===== src/rtl/hand_token_ctrl.sv =====
// hand_token_ctrl: owns the turn token for NUM_PLAYERS players and decodes it into a
// one-hot handed vector plus the holder index.
//
// Ports:
//   clk           rising-edge clock
//   rst           asynchronous, active-high reset
//   start         begin a round (only looked at while idle)
//   start_player  first holder; out-of-range values start at player 0
//   stop          end the round and return to idle
//   pass_req      per-player pass request, level-sampled every cycle
//   dir           rotation direction: 0 = holder+1, 1 = holder-1 (both wrap)
//   holder        current token holder index
//   handed        one-hot of holder while a round is active, zero otherwise
//   round_active  high while a round is active
//   timeout_pulse one-cycle pulse following a forced pass
//   pass_count    voluntary plus forced passes this round, saturating at 255
//
// All outputs come straight from registers.

module hand_token_ctrl #(
  parameter int unsigned NUM_PLAYERS = 2,
  parameter int unsigned TIMEOUT     = 15,
  localparam int unsigned PW         = $clog2(NUM_PLAYERS)
) (
  input  logic                   clk,
  input  logic                   rst,
  input  logic                   start,
  input  logic [PW-1:0]          start_player,
  input  logic                   stop,
  input  logic [NUM_PLAYERS-1:0] pass_req,
  input  logic                   dir,
  output logic [PW-1:0]          holder,
  output logic [NUM_PLAYERS-1:0] handed,
  output logic                   round_active,
  output logic                   timeout_pulse,
  output logic [7:0]             pass_count
);

  // A zero-width timer is not legal, so TIMEOUT=0 keeps a 1-bit timer parked at 0.
  localparam int unsigned TW = (TIMEOUT > 0) ? $clog2(TIMEOUT + 1) : 1;
  localparam logic [PW-1:0] LastIdx   = PW'(NUM_PLAYERS - 1);
  localparam logic [TW-1:0] TimerLast = (TIMEOUT > 0) ? TW'(TIMEOUT - 1) : '0;

  typedef enum logic {StIdle, StActive} state_e;

  state_e                   state_q, state_d;
  logic [PW-1:0]            holder_q, holder_d;
  logic [NUM_PLAYERS-1:0]   handed_q, handed_d;
  logic                     active_q, active_d;
  logic                     pulse_q, pulse_d;
  logic [7:0]               count_q, count_d;
  logic [TW-1:0]            timer_q, timer_d;
  logic [PW-1:0]            next_holder;
  logic                     advance;

  // Neighbour of the current holder in the requested direction.
  always_comb begin
    if (dir) begin
      next_holder = (holder_q == '0) ? LastIdx : holder_q - 1'b1;
    end else begin
      next_holder = (holder_q == LastIdx) ? '0 : holder_q + 1'b1;
    end
  end

  always_comb begin
    state_d  = state_q;
    holder_d = holder_q;
    timer_d  = timer_q;
    count_d  = count_q;
    pulse_d  = 1'b0;
    advance  = 1'b0;

    case (state_q)
      StIdle: begin
        if (start) begin
          state_d  = StActive;
          holder_d = (32'(start_player) >= NUM_PLAYERS) ? '0 : start_player;
          timer_d  = '0;
          count_d  = '0;
        end
      end
      StActive: begin
        // Priority: stop, then the holder's own request, then the turn timer.
        if (stop) begin
          state_d = StIdle;
        end else if (pass_req[holder_q]) begin
          advance = 1'b1;
        end else if ((TIMEOUT != 0) && (timer_q == TimerLast)) begin
          advance = 1'b1;
          pulse_d = 1'b1;
        end else if (TIMEOUT != 0) begin
          timer_d = timer_q + 1'b1;
        end
      end
      default: begin
        state_d = StIdle;
      end
    endcase

    if (advance) begin
      holder_d = next_holder;
      timer_d  = '0;
      if (count_q != 8'hFF) begin
        count_d = count_q + 8'd1;
      end
    end

    active_d = (state_d == StActive);
    handed_d = active_d ? (NUM_PLAYERS'(1) << holder_d) : '0;
  end

  always_ff @(posedge clk or posedge rst) begin
    if (rst) begin
      state_q  <= StIdle;
      holder_q <= '0;
      handed_q <= '0;
      active_q <= 1'b0;
      pulse_q  <= 1'b0;
      count_q  <= '0;
      timer_q  <= '0;
    end else begin
      state_q  <= state_d;
      holder_q <= holder_d;
      handed_q <= handed_d;
      active_q <= active_d;
      pulse_q  <= pulse_d;
      count_q  <= count_d;
      timer_q  <= timer_d;
    end
  end

  assign holder        = holder_q;
  assign handed        = handed_q;
  assign round_active  = active_q;
  assign timeout_pulse = pulse_q;
  assign pass_count    = count_q;

endmodule


===== config.mk =====
export PLATFORM = sky130hd
export DESIGN_NAME = hand_token_ctrl
export DESIGN_NICKNAME = d
export VERILOG_FILES = /design/src/rtl/hand_token_ctrl.sv
export SDC_FILE = /design/constraint.sdc
export NUM_CORES = 1
export LEC_CHECK = 0
export BUFFER_PORTS_ARGS = -buffer_cell sky130_fd_sc_hd__buf_4
export CAP_MARGIN = 40
export CORE_UTILIZATION = 50
export CTS_CLUSTER_DIAMETER = 100
export CTS_CLUSTER_SIZE = 28
export DETAILED_ROUTE_END_ITERATION = 16
export GPL_TIMING_DRIVEN = 0
export PLACE_DENSITY = 0.75
export SLEW_MARGIN = 30
export SYNTH_ARGS = -nofsm -noshare
export SYNTH_HDL_FRONTEND = slang
export SYNTH_SLANG_ARGS = --single-unit

===== constraint.sdc =====
create_clock -name clk -period 2.1 [get_ports clk]
set_input_delay 0.21 -clock clk [delete_from_list [all_inputs] [get_ports clk]]
set_output_delay 0.21 -clock clk [all_outputs]
set_load 0.01 [all_outputs]

==> out/metrics.yaml <==
status:
  outcome: "finished, violations left"
  violations: "hold timing"
power:
  p_per_area_nw_per_um2: 808
  peakVddDrop_mv: 0.448
  p_leak_uw: 0.000517
  power_uw: 912
grt:
  grt.met2_usage_pct: 33.3
  gr-usage-all-layers_pct: 21.7
  grt_overflow: 0
  grt_max_degree: 18
  grt_pass1_wl_microns: 3150
  grt_busiest_layer: "met2"
  grt_pass1_vias: 726
  antenna_found_initial: 0
  grtUsageMet3_pct: 2.40
  grt.met1_usage_pct: 30.2
finish:
  drive_gt1_share_pct: 22.7
  stdcell_count: 144
  diodes: 0
  num-fill-cells: 156
  area_delta_synth_final_pct: 21.6
  fin_nets: 131
synthesis:
  synthesis.nets: 107
  synth_cell_type_count: 34
  synthesis.area_sq_um: 928
  yosys_warnings: 0
  synth_seq_cells: 17
  netlist_instances: 96
  syn_area_per_cell_sq_um: 9.67
  seq_area_frac_synth_pct: 45.8
  async_flop_share_pct: 100
  synth_enable_flop_cells: 0
  synth_flop_cell: "dfrtp_1"
placed_design:
  gp_congestion: 0.867
  io_buffers: 19
  dp_hpwl_microns: 1430
  place_inst: 140
drt:
  drc_errors: 0
  vias: 827
  wirelength_microns: 1960
  drt_first_pass_iters: 4
  final_antenna_net_count: 0
  drt-wirelength-per-cell_microns: 13.6
  drtIter0Drc: 16
  avgViaCountPerCell: 5.74
clocking:
  htreeDepth: 1
  clk-insertion-delay-late_ps: 300
  cts.reportedPaths.clkPinSlew_ps: 110
  cts_buffer_depth: 2
  root_buffer: "clkbuf_4"
  clock-sinks: 17
  cts_resized: 0
  post-cts-setup-buffers: 0
  cts_made_buffers: 3
  cts_tree: "yes"
  ctsHoldBuffers: 0
setup_path:
  cp-startpoint: "timer_q[0]"
  path_max_fanout: 6
  r2r_start: "timer_q[0]"
  crit_required_ps: 2310
  crit_type: "register to register"
  crit_path_start_kind: "register"
  endpoint_kind: "register"
  arrival_ps: 1880
  reg2reg_slack_ps: 430
timing:
  slew-limit-headroom_pct: 57.0
  finClkSkew_ps: 11.5
  rsz0062_at_grt: "false"
  tns_ps: 0
  hold_viol: 11
  post-route-min-period_ps: 1670
  hold_ws_ps: -17.0
  slew_viol_final: 0
  timing.fmax_mhz: 597
  fin_crit_sh_pct: 79.7
  setup_viol: 0
  tightest_slew_ps: 644
floorplanning:
  core-area_sq_um: 1730
  die_w_microns: 45.1
  io_pins: 21
  dieArea_sq_um: 2030
  num_rows: 15
  start_util_pct: 53.8
  die_y_microns: 45.1
min_path:
  hold_path_class: "primary input to asynchronous set/reset pin"
flow_run:
  cap_violations: 0
layer usage:
metal  part of all wire (%)  vias up
met3                    3.9        5
met2                     49       23
met4                    2.0        0
li1                       -      393
met5                      0        -
met1                     45      406
sequential cells by signal, summed over array words and instances, names as in the netlist:
register,flops
pass_count,8
timer_q,4
handed,2
holder,1
round_active,1
timeout_pulse,1
per-stage QoR:
step,setup slack (ps),utilization [%],instance area (sq um)
after floorplan,627,-,928
after global placement,479,63.8,1100
after detailed placement,475,63.8,1100
after CTS,422,65.4,1130
after global routing,302,65.4,1130
final,426,65.4,1130
final timing paths:
check | depth (start not counted) | endpoint
worst min-delay path | 2 | pass_count[1]
max in group asynchronous | 2 | timeout_pulse
min in group clk | 3 | handed[1]
worst max-delay path | 6 | pass_count[4]
worst max register to register | 6 | pass_count[4]
worst min register to register | 1 | timer_q[3]
worst max-delay path, stage by stage (launching register included):
cell,delay (ps)
dfrtp_1,410
inv_1,100
ha_1,170
nand3_1,140
a21oi_1,440
a21oi_1,130
a22o_1,190
cells by family after synthesis:
logic type                 count (synthesis)  share of synthesized area (%)
AOI/OAI and AO/OA                         26                           19.3
xor gates and xnor gates                   3                           2.83
adders and majority gates                  3                           4.04
buffers and inverters                      7                           3.64
DFF                                       17                           45.8
muxes                                      5                           5.93
and+or+nand+nor                           35                           18.5
final cells by class:
| type | instances | area [sq um] | area share [%] |
|---|---|---|---|
| Buffer | 2 | 15.0 | 1.33 |
| Clock buffer | 4 | 26.3 | 2.33 |
| Inverter | 5 | 18.8 | 1.66 |
| Multi-Input combinational cell | 72 | 469 | 41.6 |
| Sequential cell | 17 | 425 | 37.7 |
| Tap cell | 25 | 31.3 | 2.77 |
| Timing Repair Buffer | 19 | 143 | 12.6 |
cell usage in the layout (no fill, tap or decap), types with 2 or more instances in the layout:
cell | synthesis | routed
o31ai_1 | 2 | 2
ha_1 | 3 | 3
nand3_1 | 9 | 9
o41ai_1 | 2 | 2
clkbuf_4 | 0 | 3
inv_1 | 5 | 5
buf_4 | 0 | 19
o21ai_0 | 7 | 7
xnor2_1 | 3 | 3
and3_1 | 2 | 2
clkbuf_1 | 1 | 2
dfrtp_1 | 17 | 17
mux2i_1 | 4 | 4
nand2b_1 | 2 | 2
a21oi_1 | 5 | 5
nor2_1 | 7 | 7
nand2_1 | 8 | 8
cell usage after synthesis, drive strengths merged, types with 2 or more instances:
cell,number,area (sq um)
dfrtp,17,425
nand3,9,45.0
o21ai,9,56.3
nand2,8,30.0
nor2,8,32.5
a21oi,5,25.0
inv,5,18.8
mux2i,4,40.0
ha,3,37.5
xnor2,3,26.3
and3,2,12.5
nand2b,2,12.5
o31ai,2,15.0
o41ai,2,17.5
where the power goes:
group | leakage (uW) | internal, uW | switching [uW]
clock | 0.0000150 | 74.1 | 111
sequential | 0.000228 | 371 | 45.7
combinational | 0.000274 | 148 | 162
total | 0.000517 | 594 | 318
Note: power is estimated with default switching activity, not from simulation.
